$ cat src/rtl/memcpy_sched_pkg.sv
// memcpy_sched_pkg
//   Shared definitions for the memcpy burst scheduler: the scheduler state
//   encoding, the page size that no burst may cross, and the AXI len width.
//   Optional feature macro used by the top level: MEMCPY_SCHED_PERF_EN.
package memcpy_sched_pkg;

    localparam int unsigned PAGE_BYTES = 4096;
    localparam int unsigned AXI_LEN_W  = 8;

    typedef enum logic [2:0] {
        ST_IDLE,
        ST_CALC,
        ST_ISSUE,
        ST_DRAIN,
        ST_DONE
    } sched_state_e;

endpackage

$ cat src/rtl/memcpy_chunk_calc.sv
// memcpy_chunk_calc
//   Combinational burst sizing: chunk = min(rem, max burst bytes,
//   bytes left in the source page, bytes left in the target page).
//   Ports:
//     rem   - remaining job bytes (beat aligned, non-zero when used)
//     src   - page offset of the current source address
//     dst   - page offset of the current target address
//     chunk - bytes for this burst (1..PAGE_BYTES)
//     len   - AXI len for this burst (beats - 1)
module memcpy_chunk_calc
    import memcpy_sched_pkg::*;
#(
    parameter int unsigned BEAT_BYTES      = 64,
    parameter int unsigned MAX_BURST_BEATS = 64
) (
    input  logic [63:0]          rem,
    input  logic [11:0]          src,
    input  logic [11:0]          dst,
    output logic [12:0]          chunk,
    output logic [AXI_LEN_W-1:0] len
);

    localparam int unsigned BEAT_SHIFT = $clog2(BEAT_BYTES);
    localparam logic [12:0] MAX_CHUNK  = 13'(MAX_BURST_BEATS * BEAT_BYTES);

    logic [12:0] src_room;
    logic [12:0] dst_room;
    logic [12:0] cap;

    always_comb begin
        src_room = 13'(PAGE_BYTES) - {1'b0, src};
        dst_room = 13'(PAGE_BYTES) - {1'b0, dst};
        cap      = MAX_CHUNK;
        if (src_room < cap) cap = src_room;
        if (dst_room < cap) cap = dst_room;
        chunk = (rem < 64'(cap)) ? rem[12:0] : cap;
        len   = AXI_LEN_W'((chunk >> BEAT_SHIFT) - 13'd1);
    end

endmodule

$ cat src/rtl/memcpy_burst_scheduler.sv
// memcpy_burst_scheduler
//   Splits one memcpy job into paired AXI read/write burst commands that
//   never cross a 4 KB page on either side, limits outstanding write bursts
//   and raises pattern_memcpy_done once every write response has returned.
//   Ports:
//     pattern_memcpy_enable         - level enable; rising edge in IDLE starts a job
//     pattern_source/target_address - job byte addresses
//     pattern_total_number          - job length in bytes
//     rd_cmd_* / wr_cmd_*           - burst command handshakes (valid/ready/addr/len)
//     wr_resp_done                  - one pulse per completed write burst
//     pattern_memcpy_done           - job complete (held until enable drops)
//     sched_busy / sched_error      - not idle / misaligned job parameters
//     perf_cycles                   - active-cycle count (only with MEMCPY_SCHED_PERF_EN)
module memcpy_burst_scheduler
    import memcpy_sched_pkg::*;
#(
    parameter int unsigned ADDR_WIDTH      = 64,
    parameter int unsigned BEAT_BYTES      = 64,
    parameter int unsigned MAX_BURST_BEATS = 64,
    parameter int unsigned MAX_OUTSTANDING = 8
) (
    input  logic                  clk,
    input  logic                  rst_n,
    input  logic                  pattern_memcpy_enable,
    input  logic [ADDR_WIDTH-1:0] pattern_source_address,
    input  logic [ADDR_WIDTH-1:0] pattern_target_address,
    input  logic [63:0]           pattern_total_number,
    output logic                  rd_cmd_valid,
    input  logic                  rd_cmd_ready,
    output logic [ADDR_WIDTH-1:0] rd_cmd_addr,
    output logic [AXI_LEN_W-1:0]  rd_cmd_len,
    output logic                  wr_cmd_valid,
    input  logic                  wr_cmd_ready,
    output logic [ADDR_WIDTH-1:0] wr_cmd_addr,
    output logic [AXI_LEN_W-1:0]  wr_cmd_len,
    input  logic                  wr_resp_done,
    output logic                  pattern_memcpy_done,
`ifdef MEMCPY_SCHED_PERF_EN
    output logic [31:0]           perf_cycles,
`endif
    output logic                  sched_busy,
    output logic                  sched_error
);

    localparam int unsigned CNT_W = $clog2(MAX_OUTSTANDING + 1);
    localparam logic [ADDR_WIDTH-1:0] ADDR_LOW = ADDR_WIDTH'(BEAT_BYTES - 1);
    localparam logic [63:0]           LEN_LOW  = 64'(BEAT_BYTES - 1);

    sched_state_e          state_q, state_d;
    logic                  enable_q;
    logic [ADDR_WIDTH-1:0] src_q, dst_q;
    logic [63:0]           rem_q;
    logic [12:0]           chunk_q;
    logic [AXI_LEN_W-1:0]  len_q;
    logic                  rd_hs_q, wr_hs_q, launched_q, abort_q, error_q;
    logic [CNT_W-1:0]      out_cnt_q, cnt_next;

    logic [12:0]           calc_chunk;
    logic [AXI_LEN_W-1:0]  calc_len;
    logic [63:0]           total_al;
    logic                  start, can_launch, issue_live;
    logic                  rd_fire, wr_fire, burst_end, resp_dec;

    memcpy_chunk_calc #(
        .BEAT_BYTES      (BEAT_BYTES),
        .MAX_BURST_BEATS (MAX_BURST_BEATS)
    ) u_chunk_calc (
        .rem   (rem_q),
        .src   (src_q[11:0]),
        .dst   (dst_q[11:0]),
        .chunk (calc_chunk),
        .len   (calc_len)
    );

    // Once a command pair is launched it stays valid regardless of the
    // outstanding count or enable, so valids never drop before handshake.
    always_comb begin
        total_al     = pattern_total_number & ~LEN_LOW;
        start        = pattern_memcpy_enable & ~enable_q;
        can_launch   = (out_cnt_q < CNT_W'(MAX_OUTSTANDING)) & pattern_memcpy_enable & ~abort_q;
        issue_live   = (state_q == ST_ISSUE) & (launched_q | can_launch);
        rd_cmd_valid = issue_live & ~rd_hs_q;
        wr_cmd_valid = issue_live & ~wr_hs_q;
        rd_fire      = rd_cmd_valid & rd_cmd_ready;
        wr_fire      = wr_cmd_valid & wr_cmd_ready;
        burst_end    = issue_live & (rd_hs_q | rd_fire) & (wr_hs_q | wr_fire);
        resp_dec     = wr_resp_done & (out_cnt_q != '0);
        cnt_next     = out_cnt_q;
        if (wr_fire && !resp_dec)      cnt_next = out_cnt_q + CNT_W'(1);
        else if (!wr_fire && resp_dec) cnt_next = out_cnt_q - CNT_W'(1);
    end

    always_comb begin
        state_d = state_q;
        unique case (state_q)
            ST_IDLE: begin
                if (start) state_d = (total_al == '0) ? ST_DONE : ST_CALC;
            end
            ST_CALC: begin
                state_d = pattern_memcpy_enable ? ST_ISSUE : ST_DRAIN;
            end
            ST_ISSUE: begin
                if (burst_end) begin
                    if (!pattern_memcpy_enable || abort_q || rem_q == 64'(chunk_q))
                        state_d = ST_DRAIN;
                    else
                        state_d = ST_CALC;
                end else if (!issue_live && !pattern_memcpy_enable) begin
                    state_d = ST_DRAIN;
                end
            end
            ST_DRAIN: begin
                if (cnt_next == '0) state_d = abort_q ? ST_IDLE : ST_DONE;
            end
            ST_DONE: begin
                if (!pattern_memcpy_enable) state_d = ST_IDLE;
            end
            default: state_d = ST_IDLE;
        endcase
    end

    always_ff @(posedge clk or negedge rst_n) begin
        if (!rst_n) state_q <= ST_IDLE;
        else        state_q <= state_d;
    end

    always_ff @(posedge clk or negedge rst_n) begin
        if (!rst_n) begin
            enable_q   <= 1'b0;
            src_q      <= '0;
            dst_q      <= '0;
            rem_q      <= '0;
            chunk_q    <= '0;
            len_q      <= '0;
            rd_hs_q    <= 1'b0;
            wr_hs_q    <= 1'b0;
            launched_q <= 1'b0;
            abort_q    <= 1'b0;
            error_q    <= 1'b0;
            out_cnt_q  <= '0;
        end else begin
            enable_q   <= pattern_memcpy_enable;
            out_cnt_q  <= cnt_next;
            launched_q <= issue_live & ~burst_end;
            rd_hs_q    <= (state_q == ST_ISSUE) & ~burst_end & (rd_hs_q | rd_fire);
            wr_hs_q    <= (state_q == ST_ISSUE) & ~burst_end & (wr_hs_q | wr_fire);
            if (state_q == ST_IDLE && start) begin
                src_q   <= pattern_source_address & ~ADDR_LOW;
                dst_q   <= pattern_target_address & ~ADDR_LOW;
                rem_q   <= total_al;
                error_q <= |(pattern_source_address & ADDR_LOW) |
                           |(pattern_target_address & ADDR_LOW) |
                           |(pattern_total_number & LEN_LOW);
                abort_q <= 1'b0;
            end
            if (state_q == ST_CALC) begin
                chunk_q <= calc_chunk;
                len_q   <= calc_len;
            end
            if ((state_q == ST_CALC || state_q == ST_ISSUE) && !pattern_memcpy_enable)
                abort_q <= 1'b1;
            if (burst_end) begin
                src_q <= src_q + ADDR_WIDTH'(chunk_q);
                dst_q <= dst_q + ADDR_WIDTH'(chunk_q);
                rem_q <= rem_q - 64'(chunk_q);
            end
        end
    end

`ifdef MEMCPY_SCHED_PERF_EN
    logic [31:0] perf_q;

    always_ff @(posedge clk or negedge rst_n) begin
        if (!rst_n) begin
            perf_q <= '0;
        end else if (state_q == ST_IDLE && start) begin
            perf_q <= '0;
        end else if ((state_q == ST_CALC || state_q == ST_ISSUE || state_q == ST_DRAIN)
                     && perf_q != '1) begin
            perf_q <= perf_q + 32'd1;
        end
    end

    assign perf_cycles = perf_q;
`endif

    assign rd_cmd_addr         = src_q;
    assign rd_cmd_len          = len_q;
    assign wr_cmd_addr         = dst_q;
    assign wr_cmd_len          = len_q;
    assign pattern_memcpy_done = (state_q == ST_DONE);
    assign sched_busy          = (state_q != ST_IDLE);
    assign sched_error         = error_q;

endmodule

$ cat config.mk
export PLATFORM = sky130hd
export DESIGN_NAME = memcpy_burst_scheduler
export DESIGN_NICKNAME = d
export VERILOG_FILES = /design/src/rtl/memcpy_sched_pkg.sv /design/src/rtl/memcpy_chunk_calc.sv /design/src/rtl/memcpy_burst_scheduler.sv
export SDC_FILE = /design/constraint.sdc
export NUM_CORES = 1
export LEC_CHECK = 0
export CAP_MARGIN = 30
export CELL_PAD_IN_SITES_DETAIL_PLACEMENT = 0
export CELL_PAD_IN_SITES_GLOBAL_PLACEMENT = 1
export CORE_MARGIN = 5
export CORE_UTILIZATION = 38
export DETAILED_ROUTE_END_ITERATION = 12
export PLACE_DENSITY_LB_ADDON = 0.05
export SKIP_LAST_GASP = 1
export SLEW_MARGIN = 20
export SYNTH_ARGS = -nofsm -noshare
export SYNTH_HDL_FRONTEND = slang
export SYNTH_SLANG_ARGS = --single-unit
$ cat constraint.sdc
create_clock -name clk -period 7.1 [get_ports clk]
set_input_delay 1.42 -clock clk [delete_from_list [all_inputs] [get_ports clk]]
set_output_delay 1.42 -clock clk [all_outputs]
set_load 0.005 [all_outputs]
After elaboration in Yosys (flattened, before gate mapping)
Index checks and enable logic that the tools add are counted.

Add/subtract/negate cells: 8. Reduce and logical (&&, ||, !) cells: 23. Mux-type cells: 23. Order comparisons: 4. Bitwise operators: 25. Equal/unequal tests: 9.

Operators with widths (count): $mux W64 (6); $add A64 B13 Y64 (2); $eq A64 B13 Y1 (1); $logic_not A64 Y1 (1); $lt A64 B13 Y1 (1); $sub A64 B13 Y64 (1); $mux W13 (3); $sub A13 B12 Y13 const A (2); $mux W3 (7); $reduce_or A6 Y1 (3); $and A1 B1 Y1 (15); $pmux W3 S5 (1); $lt A13 B13 Y1 (1); $lt A13 B13 Y1 const B (1); $mux W4 (2); $sub A7 B1 Y8 const B (1); $eq A3 B2 Y1 const B (2); $ne A2 B2 Y1 const B (3); $logic_and A1 B1 Y1 (5); $not A1 Y1 (5); $or A1 B1 Y1 (5); $add A4 B1 Y4 const B (1); $logic_not A1 Y1 (4); $logic_not A4 Y1 (1); other kinds (13) (18).

Register bits: 226. Output and inout bits: 149. Input port bits: 198. Logic and storage cells: 105.

Depth between registers and ports, before layout
Word-level depth: 14. Depth in mapped cells: 30.

Cells and area by module
Synthesis repeated with hierarchy kept, for this count alone.

Cell total of the unflattened synthesis: 1997. Area, all modules: 16572.1 um^2.

By module, submodules not included: memcpy_burst_scheduler (times used 1, sequential area each 5655.4 um^2, area an instance 14800.4 um^2, cells each 1760); memcpy_chunk_calc (times used 1, sequential area each 0.0 um^2, area an instance 1771.7 um^2, cells each 237).

Worst setup path before layout
No wires, ideal clock.

Path type: register to register. Start point: register src_q[0], in the netlist rd_cmd_addr[0]. End point: register len_q[4], in the netlist rd_cmd_len[4]. Path buffers: 3. Data arrival time: 5779 ps. Clock period less this slack: 5904 ps. Path slack: 1196 ps. Required time: 6975 ps. Stages on the path, launching flop included: 28. Cells stage by stage: dfrtp_1 inv_1 ha_1 or3b_2 clkbuf_1 nor4_1 inv_1 nand2_1 ha_1 nand2_1 o21ai_0 a221oi_1 o21ai_4 buf_2 mux2i_1 ha_1 nand3_1 or4_1 o31ai_4 buf_2 nand2_1 o21ai_0 ha_1 nand2_1 xnor2_1 nor2_1 a21oi_1 mux2_2.

Longest elaborated chain between the ends: 8.

RTL lines: start: declaration (RTL line memcpy_burst_scheduler.sv:51) `logic [ADDR_WIDTH-1:0] src_q, dst_q;`; start signal: assignment (RTL line memcpy_burst_scheduler.sv:148) `src_q <= pattern_source_address & ~ADDR_LOW;`; start signal: assignment (RTL line memcpy_burst_scheduler.sv:163) `src_q <= src_q + ADDR_WIDTH'(chunk_q);`; $sub A13 B12 Y13 (*) (RTL line memcpy_chunk_calc.sv:31) `src_room = 13'(PAGE_BYTES) - {1'b0, src};`; $lt A13 B13 Y1 (RTL line memcpy_chunk_calc.sv:34) `if (src_room < cap) cap = src_room;`; $mux W13 (*) (RTL line memcpy_chunk_calc.sv:34); $lt A13 B13 Y1 (RTL line memcpy_chunk_calc.sv:35) `if (dst_room < cap) cap = dst_room;`; $mux W13 (*) (RTL line memcpy_chunk_calc.sv:35); $lt A64 B13 Y1 (RTL line memcpy_chunk_calc.sv:36) `chunk = (rem < 64'(cap)) ? rem[12:0] : cap;`; $mux W13 (*) (RTL line memcpy_chunk_calc.sv:36); $sub A7 B1 Y8 (*) (RTL line memcpy_chunk_calc.sv:37) `len = AXI_LEN_W'((chunk >> BEAT_SHIFT) - 13'd1);`; end signal: assignment (RTL line memcpy_burst_scheduler.sv:158) `len_q <= calc_len;`; end: declaration (RTL line memcpy_burst_scheduler.sv:54) `logic [AXI_LEN_W-1:0] len_q;`.

Every way passes the cells marked *; elsewhere a longest branch is shown, timed or not. A chain may end at the register's enable or synchronous reset.

Final worst setup path
Start point: register src_q[0], in the netlist rd_cmd_addr[0]. End point: register len_q[6], in the netlist rd_cmd_len[6].

Same word-level chain as after synthesis.

==> reports/results.tsv <==
metric	value	unit
Post-CTS Hold Fix Bufs	0	
Post-Route WL	60.9	mm
# Max-Cap Violations	0	
kind of critical path	flip-flop to flip-flop	
Placed Instances	2650	
Critical Path Sink	rd_cmd_len[6]	
initial antenna violation count	14	
most common cell in the netlist	dfrtp_1	
core area	40000	sq um
vias in the first global route	15714	
Worst-path clk slew	60	ps
Site Rows	73	
Congestion Overflow GR	0	
status	finished, final reports clean	
cells on worst reg2reg path	25	
Slew Viols, Final	0	
Max Root-Sink Buffers	3	
Yosys cell types	79	
Yosys reg bits	226	
DIE AREA	44800	sq um
post-cts sizing count	0	
Initial Util	38.6	%
Final period util	93.3	%
Leak	8.22	nW
Total Power	9.60	mW
crit path from	rd_cmd_addr[0]	
clk root buf	clkbuf_16	
Final Skew	8.94	ps
Net Count, Synth	2129	
number of buffers added on ports	346	
largest area contributor in the netlist	dfrtp_1	
reg2reg setup slack	480	ps
slowest stage cell on the critical path	or3b_2	
CTS tree	built	
YS warnings	0	
IO Pins	347	
synthesized area	15400	sq um
RR Startpoint	rd_cmd_addr[0]	
Final GP Congestion	0.890	
Synth-to-Final Area Change	31.9	%
fraction of layout cells with a size suffix above 1	5.36	%
Final Hold Fails	0	
Vias/cell	5.88	
die height	212	um
fin cells	2711	
final period demand of the worst path	6620	ps
PD cells	471	nW/um^2
global-route wire length before repair	93.3	mm
clock sink count	226	
Peak VDD IR	209	uV
Worst-Margin Slew	961	ps
Slew HR	35.8	%
Synth Flop Type	dfrtp_1	
worst-skew pair later-pin latency	560	ps
Via Count	15941	
Worst Min Path Start	sched_error	
Setup Buffers After CTS	0	
Max stage delay on crit path	580	ps
Startpoint Class	flip-flop	
EDFF count, synth	0	
fmax	0.151	GHz
CP required	7530	ps
Crit path top cell by count	ha_1	
reg2reg end	rd_cmd_len[6]	
Avg WL per Cell	22.5	um
fillers	3875	
Post-Syn Area per Cell	8.30	sq um
Residual DRC	0	
Worst Setup End Kind	flip-flop	
most frequent cells after synthesis	dfrtp_1 (226), nor2_1 (189), nand2_1 (168), a21oi_1 (127), o21ai_0 (122)	
DP HPWL	44.7	mm
Yosys top cell area share	36.6	%
final setup fails	0	
largest net degree at the start of global routing	139	
Synth area leaders	dfrtp_1 (37%), ha_1 (5.5%), nor2_1 (4.6%), a21oi_1 (4.1%), nand2_1 (4.1%)	
Total GRT Usage	26.0	%
TritonCTS Buffers	30	
FFs w/ async S/R, synth	100	%
Pre-antenna DRT Iters	5	
drt initial violations	1043	
hold path cells	2	
Die W	212	um
Post-Synthesis Cells	1860	
nets@finish	2428	
CP arrival	7050	ps
Tightest Hold Check Type	flip-flop to flip-flop	
Util after Layout	50.9	%
Seq/Total Area, Yosys	36.6	%
ANT nets after route	0	
crit-path max FO	17	
CTS H-tree depth	1	
==> layer usage <==
| metal | GRT usage, % | vias up | part of all wire, % | wire length, um |
|---|---|---|---|---|
| met3 | 5.59 | 104 | 6.5 | 3960 |
| met5 | 0 | - | 0.18 | 107 |
| met1 | 34.9 | 7794 | 44 | 26600 |
| met2 | 43.6 | 449 | 48 | 29000 |
| li1 | - | 7576 | - | - |
| met4 | 5.46 | 18 | 2.0 | 1210 |
==> worst min path at each step <==
stage | slack, ps | endpoint
after CTS | 500 | rem_q[30]
after global routing | 520 | rem_q[51]
final | 490 | sched_error
after floorplan | 450 | rem_q[30]
after detailed placement | 480 | rem_q[30]
after global placement | 470 | sched_error
==> area by class of cell <==
type / instances / area (sq um) / area share (%)
multi-input cells: 1452 / 9100 / 44.7
flip-flops and latches: 226 / 5660 / 27.8
repair buffers: 369 / 3650 / 17.9
clock inverters: 5 / 50.0 / 0.246
inverters: 80 / 300 / 1.47
clock buffers: 49 / 943 / 4.63
diodes: 5 / 12.5 / 0.0614
well taps: 525 / 657 / 3.23
==> report_power, final <==
part           total (mW)  internal [mW]  switching [mW]
registers            2.79           1.89           0.897
clock network        1.53          0.932           0.598
logic                5.28           2.52            2.76
==> cells by family after synthesis <==
family | share of synthesized area, %
simple gates | 24.1
compound gates | 23.7
flops | 36.6
buf+inv | 4.72
fa+ha+maj | 5.90
xor+xnor | 3.46
mux | 1.49
==> through the flow <==
step	instance area, sq um	setup WS [ps]	TNS (ps)	hold slack (ps)
global route	20400	-1.28	-1.28	520
global placement	19300	468	0	468
finish	20400	478	0	492
detailed placement	19300	311	0	482
CTS	20300	303	0	496
floorplan	15400	1200	0	449
==> placed cells by master, fill, tap and decap left out, types with 46 or more instances in the layout <==
master | Yosys | final
o21ai_0 | 122 | 122
nand2_1 | 168 | 167
clkdlybuf4s50_1 | 0 | 345
a21oi_1 | 127 | 127
nor2_1 | 189 | 186
ha_1 | 68 | 68
nand3_1 | 87 | 87
nor3_1 | 64 | 64
dfrtp_1 | 226 | 226
inv_1 | 80 | 80
nor4_1 | 47 | 46
==> worst max-delay path, delay by kind of cell (launching register included) <==
kind            cells  cell delay, ps
flops               1             470
simple gates        8            2090
xor+xnor            1             160
compound gates      8            1700
mux                 1             530
buf+inv             3             430
fa+ha+maj           4            1140
==> state kept, by name, summed over array words and instances (netlist names) <==
signal,flops
wr_hs_q,1
wr_cmd_addr,64
sched_error,1
rd_cmd_len,8
rd_hs_q,1
abort_q,1
rd_cmd_addr,64
out_cnt_q,4
rem_q,64
enable_q,1
launched_q,1
state_q,3
chunk_q,13
No activity file was read; power rests on OpenSTA's default activity.
